File: src/rtl/sort8_stream.sv
// Streaming 8-element insertion sorter: fill 8 values, then drain them in sorted order.
// Define SORT8_STREAM_ASCENDING_EN for non-decreasing output (default is non-increasing).
module sort8_stream #(
    parameter int WIDTH = 8
) (
    input  logic             clk,
    input  logic             rst_n,
    input  logic             in_valid,
    input  logic [WIDTH-1:0] in_data,
    output logic             in_ready,
    output logic             out_valid,
    output logic [WIDTH-1:0] out_data,
    output logic             out_last,
    input  logic             out_ready,
    output logic             o_dbg_state
);

    // Handshakes: a transfer happens on a rising edge where valid and ready are
    // both high; ready never depends on valid, and valid/data hold until taken.
    typedef enum logic {
        ST_FILL  = 1'b0,
        ST_DRAIN = 1'b1
    } state_t;

    state_t           r_state;
    logic [3:0]       r_count;
    logic [WIDTH-1:0] r_slot [8];
    logic             r_in_ready;
    logic             r_out_valid;
    logic             r_out_last;

    logic             w_take_in;
    logic             w_take_out;
    logic [7:0]       w_before;
    logic [3:0]       w_k;
    logic [WIDTH-1:0] w_ins   [8];
    logic [WIDTH-1:0] w_shift [8];

    assign w_take_in  = in_valid && r_in_ready;
    assign w_take_out = r_out_valid && out_ready;

    // A stored slot stays ahead of the new value when it wins (or ties) the compare.
    always_comb begin
        w_before = '0;
        for (int i = 0; i < 8; i++) begin
`ifdef SORT8_STREAM_ASCENDING_EN
            w_before[i] = (4'(i) < r_count) && (r_slot[i] <= in_data);
`else
            w_before[i] = (4'(i) < r_count) && (r_slot[i] >= in_data);
`endif
        end
    end

    always_comb begin
        w_k = '0;
        for (int i = 0; i < 8; i++) begin
            w_k = w_k + 4'(w_before[i]);
        end
    end

    always_comb begin
        for (int i = 0; i < 8; i++) begin
            w_ins[i] = r_slot[i];
        end
        if (w_k == 4'd0) begin
            w_ins[0] = in_data;
        end
        for (int i = 1; i < 8; i++) begin
            if (4'(i) == w_k) begin
                w_ins[i] = in_data;
            end else if (4'(i) > w_k) begin
                w_ins[i] = r_slot[i-1];
            end
        end
    end

    always_comb begin
        for (int i = 0; i < 7; i++) begin
            w_shift[i] = r_slot[i+1];
        end
        w_shift[7] = '0;
    end

    always_ff @(posedge clk or negedge rst_n) begin
        if (!rst_n) begin
            r_state     <= ST_FILL;
            r_count     <= '0;
            r_in_ready  <= 1'b1;
            r_out_valid <= 1'b0;
            r_out_last  <= 1'b0;
            for (int i = 0; i < 8; i++) begin
                r_slot[i] <= '0;
            end
        end else begin
            case (r_state)
                ST_FILL: begin
                    if (w_take_in) begin
                        r_slot  <= w_ins;
                        r_count <= r_count + 4'd1;
                        if (r_count == 4'd7) begin
                            r_state     <= ST_DRAIN;
                            r_in_ready  <= 1'b0;
                            r_out_valid <= 1'b1;
                            r_out_last  <= 1'b0;
                        end
                    end
                end
                ST_DRAIN: begin
                    if (w_take_out) begin
                        r_slot  <= w_shift;
                        r_count <= r_count - 4'd1;
                        if (r_count == 4'd1) begin
                            r_state     <= ST_FILL;
                            r_in_ready  <= 1'b1;
                            r_out_valid <= 1'b0;
                            r_out_last  <= 1'b0;
                        end else begin
                            // Flag the final element as soon as it reaches slot 0.
                            r_out_last <= (r_count == 4'd2);
                        end
                    end
                end
                default: begin
                    r_state     <= ST_FILL;
                    r_count     <= '0;
                    r_in_ready  <= 1'b1;
                    r_out_valid <= 1'b0;
                    r_out_last  <= 1'b0;
                end
            endcase
        end
    end

    assign in_ready    = r_in_ready;
    assign out_valid   = r_out_valid;
    assign out_last    = r_out_last;
    assign out_data    = r_out_valid ? r_slot[0] : '0;
    assign o_dbg_state = r_state;

endmodule

File: config.mk
export PLATFORM = sky130hd
export DESIGN_NAME = sort8_stream
export DESIGN_NICKNAME = d
export VERILOG_FILES = /design/src/rtl/sort8_stream.sv
export SDC_FILE = /design/constraint.sdc
export NUM_CORES = 1
export LEC_CHECK = 0
export ABC_CLOCK_PERIOD_IN_PS = 11100
export CAP_MARGIN = 20
export CORE_AREA = 2 2 109 111
export DETAILED_ROUTE_END_ITERATION = 10
export DIE_AREA = 0 0 111 113
export GPL_TIMING_DRIVEN = 0
export PLACE_DENSITY = 0.72
export SLEW_MARGIN = 15
export SYNTH_ARGS = -nofsm -noshare
export SYNTH_HDL_FRONTEND = slang
export SYNTH_SLANG_ARGS = --single-unit
File: constraint.sdc
create_clock -name clk -period 11.1 [get_ports clk]
set_clock_uncertainty 0.05 [all_clocks]
set_input_delay 2.775 -clock clk [delete_from_list [all_inputs] [get_ports clk]]
set_output_delay 2.775 -clock clk [all_outputs]
set_load 0.05 [all_outputs]
==> impl_metrics.tcl <==
set metrics [dict create \
    antenna_found_initial 0 \
    r2r-end "r_slot[8]" \
    max_slew.worst_pin.slew_ps 835 \
    leakagePower_nw 2.91 \
    multi_input_area_um2 3540 \
    syn-num-nets 688 \
    p_sw_mw 0.141 \
    grt_pass1_vias 5211 \
    hold_violations 0 \
    dieArea_um2 12500 \
    clock_power_share_pct 50.2 \
    die_h_um 113 \
    maxSlewViolCount 0 \
    reg2reg_depth 21 \
    finalPower_mw 0.602 \
    clk_latency_ps 340 \
    drc_errors 0 \
    critPathKind "primary input to flop" \
    outcome "completed" \
    initial_utilization_pct 49.2 \
    r2r-start "r_slot[32]" \
    fillers 975 \
    io_buffers 23 \
    wl_mm 15.4 \
    vias 4960 \
    final_antenna_net_count 0 \
    fmax_ghz 0.115 \
    syn_inst 600 \
    finalSetupViolCount 0 \
    overflow 0 \
    ys_seq_area_share_pct 32.5 \
    powerDensity_nw_per_um2 95.8 \
    fin_crit_ps 8690 \
    seq_area_um2 1800 \
    cts_tree "built" \
    cap_violations 0 \
    p_seq_share_pct 43.6 \
    vias_per_cell 6.33 \
    wire_per_inst_um 19.7 \
    cts_hold_buf 0 \
    critPathMaxFanout 10 \
    ir_drop_v 0.0000702 \
    fp.coreArea_um2 11300 \
    async_flop_share_pct 100 \
    avgSynthCellArea_um2 9.23 \
    ys.warnings.count 0 \
    drt_iter0_drc 425 \
    min_delay_path_depth 2 \
    cts_buffers 9 \
    pwr-share-comb_pct 6.1 \
    ctsRootBufferMaster "clkbuf_16" \
    hp-start "out_last" \
    dieWidth_um 111 \
    synthToLayoutAreaGrowth_pct 13.4 \
    dpl.hpwl_mm 11.8 \
    switching_share_pct 23.4 \
    rows 39 \
    tns_ps 0 \
    synthDistinctLibCells 48 \
    cellInternalPower_mw 0.461 \
    cts_setup_buffers 0 \
    worstPathArrival_ps 8890 \
    top_level_ports 24 \
    grt.total_usage_pct 25.5 \
    synth-edff-count 0 \
    cp-start-kind "primary input" \
    synthesis.area_um2 5540 \
    grt_pass1_wl_mm 25.9 \
    cp_data_required_time_ps 11300 \
    grt_max_degree 54 \
    ctsResizeCount 0 \
    slew-limit-headroom_pct 44.1 \
    worst_hold_path.endpoint "out_last" \
    nNetsFinal 723 \
    drive_above_1_share_pct 5.78 \
    rrSetupSlack_ps 5310 \
    hold_path.class "flop to flop" \
    clkTransAtPathRegs_ps 60 \
    ys.flop_type "dfrtp_1" \
    place.gp.congestion 0.913 \
    n_antenna_cell 0 \
    rsz0062_at_grt "false" \
    cts_sinks 72 \
    cp-end-kind "flop" \
    period_share_pct 78.3 \
    htreeDepth 3 \
    synth-seq-cells 72 \
    clock_path_buffers 2 \
    firstDrtPassIters 5 \
]
-- cell families after synthesis --
family / after synthesis / synth area share, %
mux: 50 / 9.03
simple gates: 152 / 15.2
compound gates: 194 / 21.2
fa+ha+maj: 76 / 17.7
flops: 72 / 32.5
buf+inv: 51 / 3.57
xor+xnor: 5 / 0.791
-- cells in the mapped netlist (all sizes together), types with 2 or more instances --
cell	count	area share, %
a21oi	74	6.7
ha	72	16
dfrtp	71	32
mux2i	50	9.0
o21ai	49	4.5
nor2	38	3.0
inv	27	1.8
a21o	19	2.6
o22ai	17	1.9
and3	16	1.8
clkbuf	16	1.1
or3	16	1.8
nand4	14	1.6
nand2	13	0.88
nand2b	13	1.5
nand3	13	1.2
nor3	12	1.4
o211ai	12	1.6
a211oi	10	1.4
and2	9	1.0
buf	8	0.65
fa	4	1.4
nor2b	3	0.34
o221ai	3	0.59
o31ai	3	0.75
xor2	3	0.47
a31oi	2	0.23
o2111ai	2	0.32
o31a	2	0.47
xnor2	2	0.32
-- registers in the layout (all words and copies together) (netlist names) --
name and flops:
in_ready 1, o_dbg_state 1, out_last 1, out_valid 1, r_count 4, r_slot 64
-- critical path, cell delays in order --
cell             delay [ps]
clkdlybuf4s50_1         650
inv_1                   290
ha_1                    370
a21o_1                  170
a211oi_1                270
o21ai_0                 200
o221ai_1                130
fa_1                    520
fa_1                    530
fa_1                    550
inv_1                    60
ha_1                    230
inv_1                    70
fa_1                    390
buf_2                   200
nand2b_1                150
buf_2                   190
or3_1                   400
o211ai_1                410
a21oi_1                 200
o21ai_1                 120
-- worst max path at each step --
stage / end / from
5_1_grt: r_slot[8] / in_data[5]
4_1_cts: r_slot[8] / in_data[5]
3_5_place_dp: r_slot[8] / in_data[5]
6_report: r_slot[8] / in_data[1]
3_3_place_gp: r_slot[8] / in_data[5]
2_1_floorplan: r_slot[15] / in_data[5]
-- power groups by stage --
stage,Clock [mW],Combinational [mW],Sequential (mW)
finish,0.302,0.0369,0.263
global route,0.319,0.0412,0.262
CTS,0.305,0.0371,0.262
detailed placement,0,0.0367,0.267
global placement,0,0.0342,0.267
floorplan,0,0.0164,0.267
-- placed cells by master, fill, tap and decap left out, types with 10 or more instances in the layout --
| master | Yosys | routed |
|---|---|---|
| dfrtp_1 | 71 | 71 |
| or3_1 | 16 | 16 |
| o21ai_1 | 12 | 12 |
| o211ai_1 | 12 | 12 |
| inv_1 | 26 | 26 |
| a21o_1 | 19 | 19 |
| nand2b_1 | 13 | 13 |
| nand2_1 | 13 | 13 |
| nor3_1 | 10 | 10 |
| mux2i_1 | 50 | 50 |
| o22ai_1 | 17 | 17 |
| nand4_1 | 14 | 14 |
| clkbuf_1 | 16 | 16 |
| nor2_1 | 35 | 35 |
| nand3_1 | 13 | 13 |
| clkdlybuf4s50_1 | 0 | 22 |
| a21oi_1 | 74 | 74 |
| a211oi_1 | 10 | 10 |
| and3_1 | 16 | 16 |
| ha_1 | 72 | 72 |
| o21ai_0 | 36 | 36 |
-- area by class of cell --
cell class,count,share of cell area [%]
sequential,72,28.7
timing repair buffer,24,4.06
buffer,24,1.53
clock inverter,5,0.876
inverter,27,1.61
clock buffer,11,4.02
tap,143,2.85
multi-input combinational,477,56.3
-- through the flow --
step | cells | worst slack [ps] | util (%) | area, µm² | hold WS [ps]
after detailed placement | 767 | 2160 | 53.0 | 5970 | 418
after global placement | 766 | 2290 | 52.8 | 5950 | 409
after global routing | 783 | 2230 | 55.7 | 6280 | 450
after floorplan | 600 | 3640 | - | 5540 | 419
final | 783 | 2410 | 55.7 | 6280 | 425
after CTS | 783 | 2490 | 55.7 | 6280 | 430
-- per-layer routing --
| metal | track usage [%] | vias to the layer above | share of wire [%] |
|---|---|---|---|
| li1 | - | 2318 | - |
| met1 | 33.5 | 2430 | 45 |
| met2 | 41.8 | 173 | 47 |
| met3 | 3.75 | 39 | 5.1 |
| met4 | 12.3 | 0 | 3.2 |
| met5 | 0 | - | 0 |
Note: power is estimated with default switching activity, not from simulation.
